`src/rtl/lfsr_ctrl_pkg.sv`:
```
// lfsr_ctrl_pkg
// Shared definitions for the LFSR message-encryption sequencer:
//   - state_e      : sequencer state encoding
//   - TAP_TABLE    : 9-entry feedback tap table, selected by the tap-index byte
//   - PAD_CHAR     : plaintext used for the leading pad positions
//   - address map  : message, configuration and output locations in DataMem
//   - tap_lookup   : tap-index byte -> taps (out-of-range indices select entry 0)
//   - rd_addr      : plaintext read address for output byte idx
// Optional feature macro (used by the top): LFSR_CTRL_PARITY_EN
package lfsr_ctrl_pkg;

    typedef enum logic [2:0] {
        S_IDLE      = 3'd0,
        S_LD_SEED   = 3'd1,
        S_LD_TAPIDX = 3'd2,
        S_LD_SPACES = 3'd3,
        S_RD        = 3'd4,
        S_WR        = 3'd5,
        S_DONE      = 3'd6
    } state_e;

    localparam logic [7:0] MSG_BASE        = 8'd0;
    localparam logic [7:0] CFG_SEED_ADDR   = 8'd63;
    localparam logic [7:0] CFG_TAPIDX_ADDR = 8'd62;
    localparam logic [7:0] CFG_SPACES_ADDR = 8'd61;
    localparam logic [7:0] OUT_BASE        = 8'd64;
    localparam logic [6:0] MSG_LEN         = 7'd64;

    localparam logic [6:0] PAD_CHAR = 7'h20;

    localparam int TAP_TABLE_SIZE = 9;
    // Every entry fits in 7 bits, so only the LFSR-relevant bits are stored.
    localparam logic [6:0] TAP_TABLE [0:TAP_TABLE_SIZE-1] = '{
        7'h60, 7'h48, 7'h78, 7'h72, 7'h6A, 7'h69, 7'h5C, 7'h7E, 7'h7B
    };

    function automatic logic [6:0] tap_lookup(input logic [7:0] idx);
        logic [6:0] entry;
        entry = TAP_TABLE[0];
        if (idx < 8'(TAP_TABLE_SIZE)) begin
            entry = TAP_TABLE[idx[3:0]];
        end
        return entry;
    endfunction

    // Pad positions never touch memory; their address is parked at 0.
    function automatic logic [7:0] rd_addr(input logic [6:0] idx, input logic [6:0] spaces);
        if (idx < spaces) begin
            return 8'd0;
        end
        return MSG_BASE + {1'b0, idx - spaces};
    endfunction

endpackage

```
`src/rtl/lfsr7_step.sv`:
```
// lfsr7_step
// Combinational 7-bit Fibonacci LFSR step plus a 7-bit parity tree.
// Ports:
//   state_i  [6:0] in   current LFSR state
//   taps_i   [6:0] in   feedback taps
//   word_i   [6:0] in   word whose parity is reported
//   next_o   [6:0] out  {state_i[5:0], ^(state_i & taps_i)}; old MSB is dropped
//   parity_o       out  XOR-reduction of word_i
module lfsr7_step (
    input  logic [6:0] state_i,
    input  logic [6:0] taps_i,
    input  logic [6:0] word_i,
    output logic [6:0] next_o,
    output logic       parity_o
);

    assign next_o   = {state_i[5:0], ^(state_i & taps_i)};
    assign parity_o = ^word_i;

endmodule

```
`src/rtl/lfsr_encrypt_ctrl.sv`:
```
// lfsr_encrypt_ctrl
// Sequencer for the LFSR message-encryption task. A falling edge of Req
// (seen in IDLE or DONE) starts a run: seed, tap index and pad-space count
// are read from DataMem, then MSG_LEN ciphertext bytes are produced with one
// read cycle and one write cycle each, and Ack is raised until Req goes high.
// Req high in any state aborts to IDLE; bytes already written stay written.
// Ports:
//   Clk            in   clock, rising edge
//   Reset          in   asynchronous active-high reset
//   Req            in   start (falling edge) / abort (high) from host
//   Ack            out  run complete, held until Req high
//   MemAddr  [7:0] out  DataMem address (registered)
//   MemWrEn        out  DataMem write enable, one-cycle pulse per byte
//   MemWrData[7:0] out  DataMem write data {P, lfsr ^ plain}
//   MemRdData[7:0] in   DataMem read data, combinational from MemAddr
//   DbgState       out  current sequencer state
// Optional feature: define LFSR_CTRL_PARITY_EN to put the parity of the
// ciphertext in MemWrData[7]; otherwise bit 7 is always 0.
//
// Handshake: all outputs are registered; the address for a state is loaded on
// the edge that enters that state, so MemRdData is valid throughout the state.
module lfsr_encrypt_ctrl
    import lfsr_ctrl_pkg::*;
(
    input  logic       Clk,
    input  logic       Reset,
    input  logic       Req,
    output logic       Ack,
    output logic [7:0] MemAddr,
    output logic       MemWrEn,
    output logic [7:0] MemWrData,
    input  logic [7:0] MemRdData,
    output state_e     DbgState
);

    state_e     state_q;
    logic       req_q;
    logic [6:0] lfsr_q;
    logic [6:0] taps_q;
    logic [6:0] spaces_q;
    logic [6:0] idx_q;

    logic [6:0] spaces_d;
    logic [6:0] plain_d;
    logic [6:0] cipher_d;
    logic [6:0] lfsr_d;
    logic [6:0] par_word;
    logic       par_bit;
    logic       start_evt;
    logic       last_byte;

    assign start_evt = req_q && !Req && (state_q == S_IDLE || state_q == S_DONE);
    assign spaces_d  = (MemRdData > {1'b0, MSG_LEN}) ? MSG_LEN : MemRdData[6:0];
    assign plain_d   = (idx_q < spaces_q) ? PAD_CHAR : MemRdData[6:0];
    assign cipher_d  = lfsr_q ^ plain_d;
    assign last_byte = (idx_q == MSG_LEN - 7'd1);

`ifdef LFSR_CTRL_PARITY_EN
    assign par_word = cipher_d;
`else
    // A constant word folds the parity tree away and forces bit 7 to 0.
    assign par_word = 7'd0;
`endif

    lfsr7_step u_step (
        .state_i  (lfsr_q),
        .taps_i   (taps_q),
        .word_i   (par_word),
        .next_o   (lfsr_d),
        .parity_o (par_bit)
    );

    assign DbgState = state_q;

    always_ff @(posedge Clk or posedge Reset) begin
        if (Reset) begin
            state_q   <= S_IDLE;
            req_q     <= 1'b0;
            lfsr_q    <= 7'd0;
            taps_q    <= 7'd0;
            spaces_q  <= 7'd0;
            idx_q     <= 7'd0;
            Ack       <= 1'b0;
            MemAddr   <= 8'd0;
            MemWrEn   <= 1'b0;
            MemWrData <= 8'd0;
        end else begin
            req_q   <= Req;
            MemWrEn <= 1'b0;
            if (Req) begin
                state_q <= S_IDLE;
                Ack     <= 1'b0;
                MemAddr <= 8'd0;
            end else begin
                case (state_q)
                    S_IDLE, S_DONE: begin
                        if (start_evt) begin
                            state_q <= S_LD_SEED;
                            Ack     <= 1'b0;
                            idx_q   <= 7'd0;
                            MemAddr <= CFG_SEED_ADDR;
                        end
                    end
                    S_LD_SEED: begin
                        lfsr_q  <= MemRdData[6:0];
                        state_q <= S_LD_TAPIDX;
                        MemAddr <= CFG_TAPIDX_ADDR;
                    end
                    S_LD_TAPIDX: begin
                        taps_q  <= tap_lookup(MemRdData);
                        state_q <= S_LD_SPACES;
                        MemAddr <= CFG_SPACES_ADDR;
                    end
                    S_LD_SPACES: begin
                        // Clipped count is needed now to address byte 0.
                        spaces_q <= spaces_d;
                        state_q  <= S_RD;
                        MemAddr  <= rd_addr(7'd0, spaces_d);
                    end
                    S_RD: begin
                        state_q   <= S_WR;
                        MemAddr   <= OUT_BASE + {1'b0, idx_q};
                        MemWrEn   <= 1'b1;
                        MemWrData <= {par_bit, cipher_d};
                    end
                    S_WR: begin
                        lfsr_q <= lfsr_d;
                        idx_q  <= idx_q + 7'd1;
                        if (last_byte) begin
                            state_q <= S_DONE;
                            Ack     <= 1'b1;
                            MemAddr <= 8'd0;
                        end else begin
                            state_q <= S_RD;
                            MemAddr <= rd_addr(idx_q + 7'd1, spaces_q);
                        end
                    end
                    default: begin
                        state_q <= S_IDLE;
                        MemAddr <= 8'd0;
                    end
                endcase
            end
        end
    end

endmodule

```
`config.mk`:
```
export PLATFORM = sky130hd
export DESIGN_NAME = lfsr_encrypt_ctrl
export DESIGN_NICKNAME = d
export VERILOG_FILES = /design/src/rtl/lfsr_ctrl_pkg.sv /design/src/rtl/lfsr7_step.sv /design/src/rtl/lfsr_encrypt_ctrl.sv
export SDC_FILE = /design/constraint.sdc
export NUM_CORES = 1
export LEC_CHECK = 0
export BUFFER_PORTS_ARGS = -buffer_cell sky130_fd_sc_hd__buf_2
export CELL_PAD_IN_SITES_DETAIL_PLACEMENT = 1
export CELL_PAD_IN_SITES_GLOBAL_PLACEMENT = 1
export CORE_MARGIN = 2
export CORE_UTILIZATION = 30
export CTS_BUF_LIST = sky130_fd_sc_hd__clkbuf_8
export DETAILED_ROUTE_END_ITERATION = 7
export HOLD_SLACK_MARGIN = 0.05
export PLACE_DENSITY = 0.54
export SYNTH_ARGS = -nofsm -noshare
export SYNTH_HDL_FRONTEND = slang
export SYNTH_SLANG_ARGS = --single-unit
export TNS_END_PERCENT = 20
```
`constraint.sdc`:
```
create_clock -name Clk -period 3.3 [get_ports Clk]
set_clock_uncertainty 0.2 [all_clocks]
set_input_delay 0.66 -clock Clk [delete_from_list [all_inputs] [get_ports Clk]]
set_output_delay 0.66 -clock Clk [all_outputs]
set_load 0.05 [all_outputs]
```
* Word level (Yosys, flattened, before mapping) *
Memories as Yosys holds them, arrays and structs flattened.
Cells that the tools add are included.

storage, ports and cells
  ROM bits = 112
  bits in registers = 49
  memories = 1

memory list
  memory            words  bits a word  read ports  clocked after Yosys merged registers in  wr ports  RTL line             RTL
  (name not given)  16     7            1           0                                        0         lfsr_ctrl_pkg.sv:41  entry = TAP_TABLE[idx[3:0]];

cells by class
  eq/ne operators = 10
  $lt $le $gt $ge = 6
  add/sub/neg operators = 4
  mux-type cells = 33
  bitwise operators = 4
  reduce and logical (&&, ||, !) cells = 16

operators with widths
  kind                                                           count
  2-to-1 mux 8 bit                                               7
  one-hot mux 8 bit (6 select lines)                             1
  2-to-1 mux 7 bit                                               6
  one-hot mux 7 bit (2 select lines)                             2
  one-hot mux 3 bit (6 select lines)                             1
  < comparator 7 bit                                             2
  2-to-1 mux 1 bit                                               12
  equality test 3 bit, second input constant                     3
  adder 7 x 7 -> 8 bit, first input constant                     1
  greater-than comparator 8 x 7 -> 1 bit, second input constant  1
  < comparator 8 x 4 -> 1 bit, second input constant             1
  AND reduction 2 bit                                            4
  adder 7 x 1 -> 7 bit, second input constant                    1
  bitwise AND 7 bit                                              1
  equality test 7 x 6 -> 1 bit, second input constant            1
  < comparator 1 x 7 -> 1 bit, first input constant              1
  XOR reduction 7 bit                                            1
  subtractor 1 x 7 -> 7 bit, first input constant                1
  subtractor 7 bit                                               1
  bitwise XOR 7 bit                                              1
  equality test 3 x 2 -> 1 bit, second input constant            2
  2-to-1 mux 3 bit                                               2
  inequality test 3 bit, second input constant                   2
  AND reduction 3 bit                                            2
  other kinds (14)                                               16

* Longest topological paths before layout *
Gate-level depths: netlist (run 1).

  depth in word-level cells = 10
  gate-level depth with buffers = 12

* Cells and area by module *
A second synthesis (run 1) with hierarchy kept.

second synthesis, totals
  cell total of the unflattened synthesis = 361
  area, all modules = 3201.8 sq um

modules (own cells, without submodules)
  module             sequential area each (sq um)  cells an instance  times used  area an instance (sq um)
  lfsr_encrypt_ctrl  1251.2                        338                1           3015.4
  lfsr7_step         0.0                           23                 1           186.4

* Worst setup path before layout (run 1) *
No wires, ideal clock.

  path type = reg2reg
  from = register idx_q[0]
  to = register MemAddr[6]
  cell stages (with the launch flop) = 10
  data arrival time = 2.125 ns
  path slack = 0.834 ns
  setup time = 0.141 ns
  required time = 2.959 ns
  path through = dfrtp_1 ha_1 inv_1 fa_1 nand2b_1 a21oi_1 nor2_1 mux2_2 a41oi_1 o211ai_1

on the way
  cells in the longest elaborated chain, start to end = 10

RTL lines
  what                                  RTL line                  RTL
  start, declared                       lfsr_encrypt_ctrl.sv:41   logic [6:0] idx_q;
  start signal, assigned                lfsr_encrypt_ctrl.sv:128  idx_q <= idx_q + 7'd1;
  adder 7 x 1 -> 7 bit                  lfsr_encrypt_ctrl.sv:135  MemAddr <= rd_addr(idx_q + 7'd1, spaces_q);
  < comparator 7 bit                    lfsr_ctrl_pkg.sv:48       if (idx < spaces) begin
  2-to-1 mux 1 bit                      lfsr_ctrl_pkg.sv:48
  2-to-1 mux 1 bit                      lfsr_encrypt_ctrl.sv:129  if (last_byte) begin
  2-to-1 mux 1 bit                      lfsr_encrypt_ctrl.sv:95   case (state_q)
  2-to-1 mux 1 bit                      lfsr_encrypt_ctrl.sv:90   if (Req) begin
  2-to-1 mux 8 bit                      lfsr_ctrl_pkg.sv:51       return MSG_BASE + {1'b0, idx - spaces};
  2-to-1 mux 8 bit                      lfsr_encrypt_ctrl.sv:129
  one-hot mux 8 bit (6 select lines) *  lfsr_encrypt_ctrl.sv:95
  2-to-1 mux 8 bit *                    lfsr_encrypt_ctrl.sv:90
  end signal, assigned                  lfsr_encrypt_ctrl.sv:118  MemAddr <= rd_addr(7'd0, spaces_d);
  end signal, assigned                  lfsr_encrypt_ctrl.sv:122  MemAddr <= OUT_BASE + {1'b0, idx_q};
  end signal, assigned                  lfsr_encrypt_ctrl.sv:135
  end, declared                         lfsr_encrypt_ctrl.sv:29   output logic [7:0] MemAddr,

Mark *: on every way between the ends. The rest lies on a longest branch, timed or not. The select of a mux whose other input is x is not followed.
A chain may end at the register's enable or synchronous reset.

* Final worst setup path (run 1) *
  from = register idx_q[0]
  to = register MemAddr[1]

Same word-level chain as after synthesis.

==> results.md, run 1 <==
* Primary FF master, synth: dfrtp_1
* Period utilisation layout at 82.7%
* IO Pins at 32
* Fin crit period at 2.73 ns
* Core Rows at 36
* Final Hold Viols at 0
* Initial DRC count at 49
* CTS tree: built
* IO buf count at 30
* Worst-path clk slew at ~0.1 ns
* Post-DP HPWL at 6730 um
* CP arrival at about 2.7 ns
* Post-DR wirelength/cell at around 17 um
* Postcts setup bufs at 0
* Yosys warns at 0
* Worst EP required at 3.27 ns
* CP endpoint kind: flip-flop
* Fraction of layout cells with a size suffix above 1 at roughly 15%
* Leakage at between 0.0015 and 0.002 uW
* Mapped Avg Cell Area at 8.82 sq um
* Worst Tran Pin Value at about 0.73 ns
* Distinct cell type count after synthesis at 50
* Initial antenna violation count at 0
* Core area at 9860 sq um
* Die height at 105 um
* Status: completed
* Post-route DRC at 0
* Worst-Skew Late Latency at ~0.30 ns
* Largest net degree at the start of global routing at 27
* Seq cells post-synth at between 40 and 50
* ANT cells at 0
* # clock sinks at 49
* Total grt overflow at 0
* Final Slew Violations at 0
* Hold Path Class: primary input to async pin
* Area Growth Syn to Fin at 13.9%
* Hold slack at 0.212 ns
* Setup crit start: idx_q[0]$_DFFE_PP0P_
* Initial Utilization at approximately 31%
* CP bufs+invs at 0
* Largest stage delay, worst path at between 0.4 and 0.5 ns
* Post-synth top area cell: dfrtp_1
* WL final at around 8800 um
* CTS max path bufs at 2
* Max-slew headroom at between 50% and 60%
* Die area at between 10000 and 15000 sq um
* Cell area power density at 556 nW/um^2
* Final setup viols at 0
* Crit Path Category: flip-flop to flip-flop
* TritonCTS buffer count at 5
* RePlAce Congestion at between 0.8 and 0.9
* Max-cap violations at 0
* Max IR drop VDD at 248 uV
* Mapped Area at around 3000 sq um
* Overall global routing resource usage at between 10% and 20%
* Worst-path fanout max at 6
* Max stage delay cell, worst path: dfrtp_1
* Post-cts repair resize count at 0
* Post-layout net count at 412
* Antenna-violating nets left at 0
* Global-route wire length before repair at 14400 um
* Drt pass-1 iters at 4
* FMAX at roughly 370 MHz
* Vias/cell at about 5.0
* Cells along the critical path: ha_1, xor2_1, ha_1, o21a_1, o31a_1, o21ai_0, nand2_1, o211ai_4, o221ai_1
* RSZ-0062 raised after global routing: false
* Via Count at approximately 2600
* Startpoint Class: flip-flop
* Synthesized Nets at 380
* Worst r2r src: idx_q[0]$_DFFE_PP0P_
* Register area share after synthesis at 39.9%
* Top cells by area, synth: dfrtp_1 (40%), ha_1 (8.1%), o21ai_0 (7.2%)
* Delay-heaviest family, CP: compound AO/OA/AOI/OAI gates
* Vias in the first global route at 2571
* FFs w/ async S/R, synth at 100%
* Cells after synthesis at 348
* DIE WIDTH at about 110 um
* CTS Hold Buffers Added at 0
* Top cell type's share of synthesized area at between 30% and 40%
* EDFF count, synth at 0
* Root Buffer: clkbuf_8
* Setup TNS at 0 ns
* Most used cell, CP: ha_1
* H-tree depth at 2
-- worst paths after layout --
check	endpoint	slack, ns	cells past startpoint
max in group asynchronous	lfsr_q[5]$_DFFE_PP0P_	2.39	3
setup reg to reg	MemAddr[1]$_DFFE_PP0P_	0.57	9
min in group Clk	MemWrData[5]$_DFFE_PP0P_	0.28	2
setup / recovery	MemAddr[1]$_DFFE_PP0P_	0.57	9
hold reg to reg	MemWrData[5]$_DFFE_PP0P_	0.28	2
hold / removal	MemWrData[1]$_DFFE_PP0P_	0.21	3
-- cell usage in the layout, fill, tap and decap left out, types with 5 or more instances in the layout --
cell	instances
nand2_1	52
o21ai_0	44
a22oi_1	5
clkbuf_8	5
buf_4	10
mux2i_1	7
nand2b_1	9
inv_1	17
nor2_1	26
ha_1	20
xnor2_1	11
xor2_1	9
a21oi_1	18
nand3_1	8
buf_2	30
nor3_1	7
dfrtp_1	49
-- layout make-up --
cell class | instances | area (sq um)
inverters | 19 | 76.3
well taps | 133 | 166
repair buffers | 40 | 225
flip-flops and latches | 49 | 1230
multi-input cells | 265 | 1690
clock inverters | 3 | 46.3
fillers | 1175 | 6370
clock buffers | 5 | 68.8
-- cell usage after synthesis, drive strengths merged (2+ instances only) --
library cell	n
xnor2	11
inv	18
a22o	4
o31a	3
o211ai	4
or3	2
mux2i	7
o22ai	4
xor2	9
nand2b	9
nor2b	3
nor2	26
o221ai	3
nor3	8
a21oi	19
ha	20
o21a	2
o31ai	2
dfrtp	49
nand3	8
nand2	54
a22oi	5
clkbuf	9
buf	6
nor4	2
o21ai	45
-- registers in the layout, indices dropped and copies added, names as in the netlist --
| name | count |
|---|---|
| DbgState | 3 |
| idx_q | 7 |
| MemWrData | 7 |
| MemWrEn | 1 |
| taps_q | 7 |
| lfsr_q | 7 |
| Ack | 1 |
| req_q | 1 |
| MemAddr | 8 |
| spaces_q | 7 |
-- kinds of logic after synthesis --
family,Yosys count,synth area share [%]
XOR/XNOR,20,5.71
flip-flops,49,39.9
adder cells (fa/ha/maj),21,8.80
other,1,0.122
multiplexers,8,2.65
buffers and inverters,34,5.13
AO/OA/AOI/OAI,98,19.9
AND/OR/NAND/NOR,117,17.7
-- metrics by stage --
stage	utilization (%)	instances	setup WS (ns)	instance area [sq um]	power [uW]
final	35.4	514	0.570	3500	1940
after detailed placement	34.3	506	0.568	3380	1520
after global placement	34.3	506	0.583	3380	1510
after floorplan	-	348	0.834	3070	1320
after global routing	35.4	514	0.387	3500	2080
after CTS	35.4	514	0.555	3500	1980
-- worst min-delay path, stage by stage --
cell and delay [ns]:
buf_2 0.10, inv_2 0.05, buf_4 0.30
-- layer usage --
| layer | GRT usage [%] | part of all wire [%] | vias up |
|---|---|---|---|
| li1 | - | - | 1268 |
| met1 | 24.1 | 52 | 1261 |
| met2 | 26.4 | 45 | 27 |
| met3 | 2.37 | 2.1 | 4 |
| met4 | 2.86 | 0.61 | 0 |
| met5 | 0 | 0 | - |
-- report_power, final --
part           switching, uW  leakage [uW]  internal [uW]
registers               84.7      0.000635            704
clock network            221     0.0000543            227
logic                    475      0.000891            233
total                    781       0.00158           1160
(Power assumes the default switching activity.)
==> run 2, diff against run 1 <==
--- a/config.mk
+++ b/config.mk
@@ -13,7 +13,7 @@
 export CTS_BUF_LIST = sky130_fd_sc_hd__clkbuf_8
 export DETAILED_ROUTE_END_ITERATION = 7
 export HOLD_SLACK_MARGIN = 0.05
-export PLACE_DENSITY = 0.54
+export PLACE_DENSITY = 0.56
 export SYNTH_ARGS = -nofsm -noshare
 export SYNTH_HDL_FRONTEND = slang
 export SYNTH_SLANG_ARGS = --single-unit
==> constraint.sdc (replaced) <==
create_clock -name Clk -period 2.4 [get_ports Clk]
set_clock_uncertainty 0.2 [all_clocks]
set_input_delay 0.48 -clock Clk [delete_from_list [all_inputs] [get_ports Clk]]
set_output_delay 0.48 -clock Clk [all_outputs]
set_load 0.05 [all_outputs]
==> run 2 against run 1 <==
The flow now finishes with violations (negative setup slack); die area unchanged; combinational power grew 55%; core utilization rose by 3.6 points; setup slack worse by 0.60 ns; count of clock-buffer cells in the layout unchanged; sequential power rose by 36%; global-route usage is 0.75 points higher; critical endpoint is now MemAddr[2]$_DFFE_PP0P_.
==> results.md, run 2 (synthesized netlist as in run 1, its figures left out) <==
* Status: complete, but fails checks
* Failing checks: negative setup slack
* Global-route wire length before repair at 15200 um
* Sw Pwr at around 1100 uW
* Post-DR wirelength/cell at 16.2 um
* Hold depth at 1
* Fin crit period at 2.43 ns
* Period utilisation layout at 101%
* Max IR drop VDD at around 370 uV
* Area Growth Syn to Fin at 25.6%
* Antenna-violating nets left at 0
* Most frequent cells in the layout: nand2_1 (51), dfrtp_1 (49), buf_4 (46)
* RSZ-0062 raised after global routing: true
* Root Buffer: clkbuf_8
* Max-cap violations at 0
* R2R setup slack at -0.03 ns
* Most common cell after layout, fill and taps aside: nand2_1
* Net Sw Frac at about two fifths
* Metal1 wirelength at about 4400 um
* Worst EP required at 2.39 ns
* Final setup viols at 5
* Worst-Skew Late Latency at 0.31 ns
* Worst hold endpoint: req_q$_DFF_PP0_
* Post-layout net count at 450
* TritonCTS buffer count at 5
* Reg2reg path depth at 9
* IO buf count at 30
* Met3 WL at 294 um
* Worst-path fanout max at 6
* Final Slew Violations at 0
* Total grt overflow at 0
* Largest net degree at the start of global routing at 50
* Crit Path Category: flip-flop to flip-flop
* Leakage at 0.00178 uW
* Final Hold Viols at 0
* FMAX at just over 400 MHz
* Initial Utilization at between 30% and 40%
* Clock network power share at 22.5%
* Drt pass-1 iters at 4
* Initial antenna violation count at 0
* WL final at a little under 9000 um
* Max stage delay cell, worst path: dfrtp_1
* Wire length on met2 at 4140 um
* Combinational fraction of design power at 39.2%
* CP endpoint kind: flip-flop
* Fraction of layout cells with a size suffix above 1 at between 20% and 30%
* Post-route DRC at 0
* H-tree depth at 2
* Worst Tran Pin Value at slightly above 0.7 ns
* CP bufs+invs at 0
* CTS max path bufs at 2
* Vias/cell at 4.91
* Pre-CTS WS at -0.159 ns
* Overall global routing resource usage at between 15 and 20%
* Post-DP HPWL at 6870 um
* CP arrival at roughly 2.4 ns
* Post-place instance area at between 3000 and 4000 sq um
* CTS tree: built
* Initial DRC count at ~120
* # clock sinks at slightly below 50
* Final Core Density at roughly 39%
* Core area at about 9900 sq um
* Max-slew headroom at 52.3%
* Post-route insts no fill at 552
* Cells along the critical path: ha_2, xor2_1, ha_1, o21a_1, o31a_1, o21ai_2, nand2_2, o211ai_4, o221ai_1
* Highest metal used: met4
* DIE WIDTH at roughly 110 um
* Delay-heaviest family, CP: compound AO/OA/AOI/OAI gates
* IO Pins at 32
* Via Count at about 2700
* Worst r2r src: idx_q[0]$_DFFE_PP0P_
* Die area at 11100 sq um
* DP Cell Count at about 540
* ANT cells at 0
* Post-route cell area at 3850 sq um
* Seq pwr share at a little under two fifths
* Min-delay src: Req
* RePlAce Congestion at 0.773
* Largest stage delay, worst path at between 0.3 and 0.4 ns
* Int Pwr at 1680 uW
* Critical R2R Capture: MemAddr[2]$_DFFE_PP0P_
* Cell area power density at ~730 nW/um^2
* Startpoint Class: flip-flop
* Setup TNS at -0.0932 ns
* Register name with the most flops: MemAddr
* Die height at 105 um
* Max reg flops at 8
* Vias in the first global route at a little under 3000
* Hold Path Class: primary input to flip-flop
* Core Rows at 36
* Final setup margin at -0.0298 ns
* Worst-path clk slew at around 0.10 ns
## run 2: metal layers
| layer | up-vias | global-route usage, % |
|---|---|---|
| met5 | - | 0 |
| met4 | 0 | 5.05 |
| met3 | 11 | 2.62 |
| met2 | 41 | 28.3 |
| met1 | 1317 | 23.7 |
| li1 | 1341 | - |
## run 2: what timing repair did
item | CTS | global route
setup endpoints to repair | 7 | 7
cloned | 0 | 0
hold buffers | 1 | 0
pin swaps | 5 | 5
hold endpoints to repair | 49 | 0
resized for setup | 8 | 4
setup buffers | 1 | 3
## run 2: area by class of cell
class | instances | area (sq um)
clock buffers | 5 | 68.8
clock inverters | 3 | 46.3
fillers | 1183 | 6010
inverters | 19 | 76.3
multi-input cells | 265 | 1750
flip-flops and latches | 49 | 1230
well taps | 133 | 166
repair buffers | 78 | 526
## run 2: per-stage QoR
stage          power [uW]  hold slack, ns
3_5_place_dp         2160           0.257
5_1_grt              2990           0.183
4_1_cts              2820           0.180
3_3_place_gp         2130           0.257
2_1_floorplan        1830           0.235
6_report             2800           0.188
## run 2: how the worst max path moves through the flow
stage,startpoint,endpoint,slack (ns),cells after the start
after floorplan,idx_q[0]$_DFFE_PP0P_,MemAddr[6]$_DFFE_PP0P_,-0.02,9
after global placement,idx_q[0]$_DFFE_PP0P_,MemAddr[6]$_DFFE_PP0P_,-0.07,9
after detailed placement,idx_q[0]$_DFFE_PP0P_,MemAddr[6]$_DFFE_PP0P_,-0.16,9
after CTS,idx_q[0]$_DFFE_PP0P_,MemAddr[4]$_DFFE_PP0P_,-0.06,10
after global routing,idx_q[0]$_DFFE_PP0P_,MemAddr[2]$_DFFE_PP0P_,-0.16,9
final,idx_q[0]$_DFFE_PP0P_,MemAddr[2]$_DFFE_PP0P_,-0.03,9
## run 2: power by group through the flow
stage	registers [uW]	logic, uW	clock network, uW
after detailed placement	1090	1060	0
after global placement	1090	1040	0
after CTS	1080	1090	646
final	1070	1100	629
after floorplan	1330	501	0
after global routing	1100	1210	672
==> run 3, diff against run 2 <==
==> constraint.sdc (replaced) <==
create_clock -name Clk -period 2.4 [get_ports Clk]
set_clock_uncertainty 0.2 [all_clocks]
set_input_delay 0.24 -clock Clk [delete_from_list [all_inputs] [get_ports Clk]]
set_output_delay 0.24 -clock Clk [all_outputs]
set_load 0.05 [all_outputs]
==> run 3 against run 2 <==
The run still ends with negative setup slack left; cell count down 1.6%; routed wire length down 1.7%; critical path depth is 1 higher; largest cell class unchanged; critical path type unchanged; core utilization shrank 0.41 points; first-iteration DRC count is 1.7% lower; die area did not move.
==> results.md, run 3 (synthesized netlist as in run 1, its figures left out) <==
* Status: complete, but fails checks
* Failing checks: negative setup slack
* Global-route wire length before repair at about 15000 um
* Initial Utilization at between 30% and 40%
* Largest stage delay, worst path at ~0.42 ns
* IO Pins at 32
* DP Cell Count at roughly 530
* Post-layout net count at ~440
* Die area at approximately 11000 sq um
* RePlAce Congestion at 0.786
* Max-slew headroom at between 50% and 60%
* CTS tree: built
* Worst EP required at approximately 2.4 ns
* Hold slack at 0.0651 ns
* DIE WIDTH at around 110 um
* Cells along the critical path: buf_6, nand3_4, xnor2_2, ha_1, o21a_1, o31a_1, o21ai_2, nand2_2, o211ai_4, o221ai_1
* Register name with the most flops: MemAddr
* Leakage at 0.00173 uW
* Min-delay src: MemRdData[4]
* Core area at between 9000 and 10000 sq um
* Global routing's busiest layer: met2
* Area Growth Syn to Fin at 24.2%
* Vias/cell at between 4 and 5
* Initial antenna violation count at 0
* Final setup viols at 4
* Die height at approximately 110 um
* CP arrival at 2.42 ns
* Overall global routing resource usage at between 10% and 20%
* Antenna-violating nets left at 0
* Worst r2r src: idx_q[0]$_DFFE_PP0P_
* R2R setup slack at -0.04 ns
* Hold depth at 3
* Worst-Skew Late Latency at slightly above 0.3 ns
* Final setup margin at -0.0383 ns
* Most common cell after layout, fill and taps aside: nand2_1
* CP bufs+invs at 1
* Largest net degree at the start of global routing at 26
* Cell area power density at 707 nW/um^2
* FMAX at roughly 410 MHz
* Post-route DRC at 0
* Final Slew Violations at 0
* Hold Path Class: primary input to flip-flop
* Crit Path Category: flip-flop to flip-flop
* Fin crit period at roughly 2.4 ns
* Worst Tran Pin Value at about 0.70 ns
* TritonCTS buffer count at 5
* Max stage delay cell, worst path: dfrtp_1
* Worst hold endpoint: spaces_q[4]$_DFFE_PP0P_
* Worst-path fanout max at 6
* Final Hold Viols at 0
* Max IR drop VDD at between 300 and 400 uV
* Met2 Use GR at between 20 and 30%
* Fraction of layout cells with a size suffix above 1 at between 20 and 25%
* Reg2reg path depth at 10
* Max reg flops at 8
* Grt met3 use at about 2.4%
* Levels on crit path at 10
* Delay-heaviest family, CP: compound AO/OA/AOI/OAI gates
* Root Buffer: clkbuf_8
* Met1 GRT Util at roughly a quarter
* Drt pass-1 iters at 5
* Total grt overflow at 0
* RSZ-0062 raised after global routing: true
* # clock sinks at between 40 and 50
* Startpoint Class: flip-flop
* Post-DP HPWL at about 6900 um
* H-tree depth at 2
* Core Rows at 36
* ANT cells at 0
* Critical R2R Capture: MemAddr[1]$_DFFE_PP0P_
* Vias in the first global route at roughly 2800
* WL final at 8780 um
* Post-DR wirelength/cell at ~16 um
* Initial DRC count at roughly 120
* Setup TNS at -0.0533 ns
* Most frequent cells in the layout: nand2_1 (51), dfrtp_1 (49), o21ai_0 (41)
* Period utilisation layout at 102%
* Post-route insts no fill at approximately 540
* Worst-path clk slew at about 0.1 ns
* Area of the multi-input gates at ~1800 sq um
* Final Core Density at 38.7%
* Sequential Area at approximately 1200 sq um
* IO buf count at 30
* Fillers at around 1200
* Via Count at approximately 2700
* CTS max path bufs at 2
* CP endpoint kind: flip-flop
* Max-cap violations at 0
## run 3: worst max-delay path by stage
stage / start / endpoint / slack, ns
6_report: idx_q[0]$_DFFE_PP0P_ / MemAddr[1]$_DFFE_PP0P_ / -0.04
5_1_grt: idx_q[0]$_DFFE_PP0P_ / MemAddr[1]$_DFFE_PP0P_ / -0.12
4_1_cts: idx_q[1]$_DFFE_PP0P_ / MemAddr[1]$_DFFE_PP0P_ / -0.08
3_5_place_dp: idx_q[1]$_DFFE_PP0P_ / MemAddr[6]$_DFFE_PP0P_ / -0.16
3_3_place_gp: idx_q[0]$_DFFE_PP0P_ / MemAddr[6]$_DFFE_PP0P_ / -0.1
2_1_floorplan: idx_q[0]$_DFFE_PP0P_ / MemAddr[6]$_DFFE_PP0P_ / -0.02
## run 3: tightest hold or removal path: cells and delay by family
kind | cells | cell delay [ns]
AOI/OAI and AO/OA | 1 | 0.07
buffers and inverters | 1 | 0.15
and+or+nand+nor | 1 | 0.07
## run 3: timing repair
item                                   CTS  global route
pin swaps                                9            11
endpoints found under the hold margin   28             0
gates resized for setup                 14             6
setup buffers                            3             3
setup endpoints to repair                7             7
hold buffers                             3             0
## run 3: stage by stage
stage | worst slack [ns] | power (uW) | instance area [sq um]
4_1_cts | -0.0815 | 2710 | 3760
5_1_grt | -0.123 | 2900 | 3810
2_1_floorplan | -0.0161 | 1830 | 3080
6_report | -0.0383 | 2700 | 3810
3_5_place_dp | -0.160 | 2140 | 3540
3_3_place_gp | -0.0993 | 2110 | 3540
## run 3: cell type report
class                           count  area share [%]
Clock buffer                        5            1.80
Multi-Input combinational cell    265            47.1
Tap cell                          133            4.36
Sequential cell                    49            32.1
Clock inverter                      3           0.558
Inverter                           19            2.00
Timing Repair Buffer               69            12.0
## run 3: routing by layer
layer  up-vias  part of all wire, %
met5         -                    0
met4         0                 0.85
met3         6                  4.1
met2        47                   46
met1      1303                   49
li1       1326                    -
## run 3: power by group
| group | switching [uW] | leakage, uW | internal (uW) | total, uW |
|---|---|---|---|---|
| Combinational | 694 | 0.00105 | 413 | 1110 |
| Clock | 307 | 0.0000445 | 208 | 514 |
| Sequential | 110 | 0.000635 | 967 | 1080 |
| Total | 1110 | 0.00173 | 1590 | 2700 |
